===== src/rtl/led_pattern_gen.sv =====
// LED display engine: binary count, Gray count, bounce scan and PWM breathe
// patterns, stepped by a free-running prescaler and cycled by a mode button.
module led_pattern_gen #(
  parameter int WIDTH    = 8,
  parameter int PRESCALE = 22,
  parameter int PWM_BITS = 4
) (
  input  logic             clk_25mhz,
  input  logic             rst,
  input  logic             run,
  input  logic             clear,
  input  logic             mode_next,
  input  logic             dir,
  output logic [WIDTH-1:0] led,
  output logic [1:0]       mode,
  output logic             tick
);

  localparam int POS_W = $clog2(WIDTH);

  typedef enum logic [1:0] {
    MODE_BINARY  = 2'd0,
    MODE_GRAY    = 2'd1,
    MODE_SCAN    = 2'd2,
    MODE_BREATHE = 2'd3
  } mode_e;

  logic [PRESCALE-1:0] psc_q, psc_d;
  logic [WIDTH-1:0]    cnt_q, cnt_d;
  logic [POS_W-1:0]    pos_q, pos_d;
  logic                scan_up_q, scan_up_d;
  logic [PWM_BITS-1:0] duty_q, duty_d;
  logic                duty_up_q, duty_up_d;
  mode_e               mode_q, mode_d;
  logic                mode_next_q, mode_next_d;
  logic [WIDTH-1:0]    led_q, led_d;
  logic                tick_q, tick_d;

  logic mode_edge;
  logic step;

  always_comb begin
    mode_edge   = mode_next & ~mode_next_q;
    step        = run & (psc_q == '1) & ~clear;

    mode_next_d = mode_next;
    tick_d      = step;
    mode_d      = mode_q;
    psc_d       = run ? psc_q + PRESCALE'(1) : psc_q;
    cnt_d       = cnt_q;
    pos_d       = pos_q;
    scan_up_d   = scan_up_q;
    duty_d      = duty_q;
    duty_up_d   = duty_up_q;

    if (mode_edge) begin
      mode_d = mode_e'(mode_q + 2'd1);
    end

    // Clear and mode changes both restart every pattern; a step landing on them is dropped.
    if (clear || mode_edge) begin
      psc_d     = '0;
      cnt_d     = '0;
      pos_d     = '0;
      scan_up_d = 1'b1;
      duty_d    = '0;
      duty_up_d = 1'b1;
    end else if (step) begin
      case (mode_q)
        MODE_BINARY, MODE_GRAY: begin
          cnt_d = dir ? cnt_q - WIDTH'(1) : cnt_q + WIDTH'(1);
        end
        MODE_SCAN: begin
          if (scan_up_q) begin
            if (pos_q == POS_W'(WIDTH - 1)) begin
              scan_up_d = 1'b0;
              pos_d     = POS_W'(WIDTH - 2);
            end else begin
              pos_d = pos_q + POS_W'(1);
            end
          end else begin
            if (pos_q == '0) begin
              scan_up_d = 1'b1;
              pos_d     = POS_W'(1);
            end else begin
              pos_d = pos_q - POS_W'(1);
            end
          end
        end
        MODE_BREATHE: begin
          if (duty_up_q) begin
            if (duty_q == '1) begin
              duty_up_d = 1'b0;
              duty_d    = duty_q - PWM_BITS'(1);
            end else begin
              duty_d = duty_q + PWM_BITS'(1);
            end
          end else begin
            if (duty_q == '0) begin
              duty_up_d = 1'b1;
              duty_d    = PWM_BITS'(1);
            end else begin
              duty_d = duty_q - PWM_BITS'(1);
            end
          end
        end
        default: ;
      endcase
    end

    // The LED image is rendered from the current state, so it trails the state by a cycle.
    case (mode_q)
      MODE_BINARY:  led_d = cnt_q;
      MODE_GRAY:    led_d = cnt_q ^ (cnt_q >> 1);
      MODE_SCAN:    led_d = WIDTH'(1) << pos_q;
      MODE_BREATHE: led_d = (psc_q[PWM_BITS-1:0] < duty_q) ? {WIDTH{1'b1}} : {WIDTH{1'b0}};
      default:      led_d = '0;
    endcase
  end

  always_ff @(posedge clk_25mhz or posedge rst) begin
    if (rst) begin
      psc_q       <= '0;
      cnt_q       <= '0;
      pos_q       <= '0;
      scan_up_q   <= 1'b1;
      duty_q      <= '0;
      duty_up_q   <= 1'b1;
      mode_q      <= MODE_BINARY;
      mode_next_q <= 1'b0;
      led_q       <= '0;
      tick_q      <= 1'b0;
    end else begin
      psc_q       <= psc_d;
      cnt_q       <= cnt_d;
      pos_q       <= pos_d;
      scan_up_q   <= scan_up_d;
      duty_q      <= duty_d;
      duty_up_q   <= duty_up_d;
      mode_q      <= mode_d;
      mode_next_q <= mode_next_d;
      led_q       <= led_d;
      tick_q      <= tick_d;
    end
  end

  assign led  = led_q;
  assign mode = mode_q;
  assign tick = tick_q;

endmodule


===== config.mk =====
export PLATFORM = sky130hd
export DESIGN_NAME = led_pattern_gen
export DESIGN_NICKNAME = d
export VERILOG_FILES = /design/src/rtl/led_pattern_gen.sv
export SDC_FILE = /design/constraint.sdc
export NUM_CORES = 1
export LEC_CHECK = 0
export BUFFER_PORTS_ARGS = -buffer_cell sky130_fd_sc_hd__buf_2
export CAP_MARGIN = 20
export CORE_MARGIN = 2
export CORE_UTILIZATION = 44
export DETAILED_ROUTE_END_ITERATION = 8
export PLACE_DENSITY_LB_ADDON = 0.3
export SYNTH_ARGS = -nofsm -noshare
export SYNTH_HDL_FRONTEND = slang
export SYNTH_SLANG_ARGS = --single-unit

===== constraint.sdc =====
create_clock -name clk_25mhz -period 2.96 [get_ports clk_25mhz]
set_clock_uncertainty 0.2 [all_clocks]
set_input_delay 0.444 -clock clk_25mhz [delete_from_list [all_inputs] [get_ports clk_25mhz]]
set_output_delay 0.444 -clock clk_25mhz [all_outputs]
set_load 0.02 [all_outputs]

---- Yosys cells after proc, flatten, opt, wreduce, memory -nomap -nowiden ----
Index checks and enable logic that the tools add are counted.
storage, ports and cells
  bits in registers ....................... 51
  bits of input ports ..................... 6
cells by class
  eq/ne operators ......................... 6
  mux-type cells .......................... 32
  reduce and logical (&&, ||, !) cells .... 13
  $add $sub $neg .......................... 8
  $lt $le $gt $ge ......................... 1
  shifts and indexed selects .............. 1
  bitwise operators ....................... 6
operators with widths
  cell                   count
  $mux 22                2
  $mux 8                 5
  $pmux 8 s4             1
  $mux 4                 6
  $add 22x1->22 const B  1
  $eq 22x22->1 const B   1
  $mux 3                 6
  $mux 1                 12
  $reduce_bool 2->1      5
  $add 8x1->8 const B    1
  $shl 1x3->8 const A    1
  $sub 8x1->8 const B    1
  $xor 8x7->8            1
  $reduce_and 2->1       3
  $add 4x1->4 const B    1
  $eq 2x2->1 const B     2
  $eq 4x4->1 const B     1
  $logic_not 4->1        1
  $lt 4x4->1             1
  $sub 4x1->4 const B    1
  $add 3x1->3 const B    1
  $and 1x1->1            3
  $eq 3x3->1 const B     1
  $logic_not 3->1        1
  7 further kinds        8

---- Logic depth before layout (Yosys ltp) ----
  depth after elaboration ................. 6
  depth in mapped cells ................... 8
  mapped depth without buffers ............ 7

---- Worst setup path before layout ----
OpenSTA, ideal clock, no wires.
  kind .................................... in2reg
  start ................................... in dir
  end ..................................... reg cnt_q[6]
  data required time ...................... 2.609 ns
  setup slack ............................. 0.823 ns
  setup time .............................. 0.151 ns
  arrival ................................. 1.786 ns
  cell stages on the path ................. 6
  cell sequence ........................... fa_1 a21o_1 a311o_1 a21oi_1 xor2_1 o22ai_1
on the way
  word-level cells in the longest chain between the ends .. 4
ends and longest elaborated chain
  element               line  source
  start, declared       13    input logic dir,
  $mux 8                71    cnt_d = dir ? cnt_q - WIDTH'(1) : cnt_q + WIDTH'(1);
  $mux 8                69    case (mode_q)
  $mux 8                68    end else if (step) begin
  $mux 8                61    if (clear || mode_edge) begin
  end signal, assigned  135   cnt_q <= cnt_d;
  end, declared         29    logic [WIDTH-1:0] cnt_q, cnt_d;
Every way passes these cells. The select of a mux whose other input is x is not followed.
A chain may end at the register's enable or synchronous reset.

---- Final worst setup path ----
  start ................................... reg psc_q[0]
  end ..................................... reg cnt_q[7]
on the way
  word-level cells in the longest chain between the ends .. 5
ends and longest elaborated chain
  element                      line  source
  start, declared              28    logic [PRESCALE-1:0] psc_q, psc_d;
  start signal, assigned       134   psc_q <= psc_d;
  $eq 22x22->1                 44    step = run & (psc_q == '1) & ~clear;
  $and 1x1->1 (2 in series)    44
  $reduce_bool 2->1 (no line)  --
  $reduce_and 2->1 (no line)   --
Every way passes these cells.

==> impl_results.md <==
* Hold Crit Class: in2async
* Distinct cell type count after synthesis at 47
* Sw Pwr at 469.9 µW
* Failing checks: hold timing
* Avg WL per Cell at between 10 and 15 µm
* Die Ht at approximately 89 µm
* Sw Ratio at between 30% and 40%
* CP endpoint kind: flip-flop
* Placed insts at 433
* Layout cell share with drive strength beyond 1 at a little under an eighth
* Reg power frac at about half
* Clk root buf: clkbuf_8
* Gate Count Post-Synth at ~330
* Initial antenna violation count at 0
* Io pins at 17
* Worst-Skew Late Latency at just over 0.3 ns
* Final #Nets at between 300 and 400
* Min cycle time layout at around 2.4 ns
* IR drop worst, VDD at between 200 and 300 µV
* Reg2Reg Depth at 6
* Die width at approximately 89 µm
* Setup TNS at 0 ns
* Register bit total from synthesis at 51
* Top-area cell type share of the netlist area at between 30% and 40%
* Area grow syn2layout at 7.711%
* Grt ovf at 0
* Asr flop ratio synth at 100.0%
* Final hold slack at -0.01419 ns
* Syn nets at 361
* Clock Pin Slew Worst Setup and Hold Paths at around 0.090 ns
* Unrepaired setup endpoints after global routing: no
* Power Internal at around 1 mW
* Outcome: finished with violations
* Worst flop-to-flop path startpoint: psc_q[0]
* Reg-to-reg critical path endpoint: cnt_q[7]
* Clock power share at 27.2%
* Post-CTS Hold Fix Bufs at 0
* Via count at between 2000 and 2500
* CP required at approximately 3.0 ns
* Logic pwr share at a little under a quarter
* Critical-path maximum fanout at 9
* Main synth FF type: dfrtp_1
* WP data arrival at roughly 2.4 ns
* Vias in the first global route at roughly 2300
* Pleak at ~1.5 nW
* Final worst-path cycle share at between 80% and 90%
* Gates resized, CTS repair at 0
* Cell Count, Final, Fillers Out at 441
* Total power at about 1.5 mW
* Routed Antenna Nets at 0
* DRC Markers at 0
* Global-route wire length before repair at approximately 11000 µm
* Post-CTS Setup Inserts at 0
* Clock Tree Buf Depth at 2
* Post-synth EDFFs at 0
* CTS tree: yes
* Final setup vio count at 0
* Synth warn at 0
* Max-slew headroom at roughly 54%
* Die area at 0.007925 mm²
* DR iter-0 viols at around 160
* Hpwl dp at 4391 µm
* Mean Syn Cell Area at ~9.6 µm²
* Port Buffers at 16
* H-tree levels at 2
* Drt pass-1 iters at 4
* Startpoint types: flip-flop
* Clk sinks at 51
* N_diodes at 0
* Largest net degree at the start of global routing at 36
* Final hold violations at 22
* Final wirelength at about 6300 µm
* Kind of critical path: reg2reg
* Vias per inst at between 5 and 6
* Top cell type by total area after synthesis: dfrtp_1
* CORE AREA at just under 0.007 mm²
* Row cnt at 30
* Top cells by area in the synthesized netlist: dfrtp_1 39%, ha_1 8.3%, nor2_1 4.2%
* Max Fclk at ~420 MHz
* Initial Utilization at a little under half
* Synthesized area at around 0.0032 mm²
* GRT Util Overall at around 18%
* Number of buffers created by CTS at 5
* Sequential area share after synthesis at about 40%
* Reg2reg setup slack at ~0.55 ns
* PD cells at around 430 mW/mm²
* Count of pins over their slew limit at 0
* Worst-margin pin slew at between 0.6 and 0.7 ns
* Max Cap Violations at 0
* RD Place Congestion at about 0.81
power by group through the flow:
stage / Combinational [mW] / Clock [mW] / Sequential (mW)
finish: 0.346 / 0.404 / 0.739
global route: 0.393 / 0.441 / 0.744
CTS: 0.349 / 0.416 / 0.740
detailed placement: 0.348 / 0 / 0.754
global placement: 0.342 / 0 / 0.752
floorplan: 0.231 / 0 / 0.778
area by class of cell:
class	instances	area, µm²
inverter	16	60.06
clock buffer	6	72.57
sequential	51	1279
fill	656	3481
timing repair buffer	19	102.6
clock inverter	2	12.51
multi-input combinational	251	1779
tap	96	120.1
synth_stat cells, drive strengths merged (2+ instances only):
master,instances
nor2,36
a31oi,6
inv,16
a21o,5
dfrtp,49
buf,3
a211oi,3
mux2i,8
xor2,12
a311oi,3
and2,3
nand2b,4
nor4,8
o21ai,17
o211ai,3
or2,2
o311ai,2
a22oi,3
a311o,2
dfstp,2
nand2,19
nor2b,18
nand4,10
ha,21
clkbuf,12
and4,2
a21oi,18
and3,4
a32oi,3
xnor2,15
nand3,8
nor3,6
worst max-delay path, cell delays in order, from the launching register on:
cell and delay (ns):
dfrtp_1 0.41, ha_1 0.15, and2_1 0.29, nand4_4 0.24, nor4_4 0.64, nand4_1 0.20, mux2i_1 0.16
registers in the layout, indices dropped and copies added (netlist names):
| name | cells |
|---|---|
| psc_q | 22 |
| tick | 1 |
| cnt_q | 8 |
| led | 8 |
| mode_next_q | 1 |
| duty_q | 4 |
| pos_q | 3 |
| mode | 2 |
| scan_up_q | 1 |
| duty_up_q | 1 |
logic make-up after synthesis:
logic type / synth area share (%)
mux: 3.580
fa+ha+maj: 8.891
flops: 40.20
compound gates: 13.89
buf+inv: 3.855
xor+xnor: 7.435
simple gates: 22.15
per-stage QoR:
stage	setup WS [ns]	cell area, µm²	utilization (%)
2_1_floorplan	0.8232	3181	-
3_3_place_gp	0.5464	3341	48.37
3_5_place_dp	0.5019	3341	48.37
4_1_cts	0.5239	3426	49.60
5_1_grt	0.3504	3426	49.60
6_report	0.5508	3426	49.60
per-layer routing:
layer | wire (µm) | global-route usage (%)
met5 | 0 | 0
met4 | 95 | 5.834
met3 | 167 | 3.047
met2 | 3042 | 29.04
met1 | 2954 | 23.78
cell usage in the layout (no fill, tap or decap), types with 5 or more instances in the layout:
| cell | instances |
|---|---|
| a21oi_1 | 18 |
| clkbuf_8 | 5 |
| nand3_1 | 8 |
| nand4_1 | 8 |
| nor3_1 | 6 |
| a31oi_1 | 6 |
| mux2i_1 | 8 |
| xnor2_1 | 15 |
| inv_1 | 15 |
| dfrtp_1 | 49 |
| a21o_1 | 5 |
| nor2b_1 | 18 |
| o21ai_0 | 16 |
| buf_2 | 16 |
| nand2_1 | 19 |
| xor2_1 | 12 |
| nor2_1 | 36 |
| ha_1 | 21 |
worst max-delay path by stage:
stage                         from       end
after global placement         run  cnt_q[7]
after detailed placement       run  cnt_q[7]
after CTS                 psc_q[0]  cnt_q[7]
after floorplan                dir  cnt_q[6]
final                     psc_q[0]  cnt_q[7]
after global routing      psc_q[1]  cnt_q[7]
Note: power is estimated with default switching activity, not from simulation.
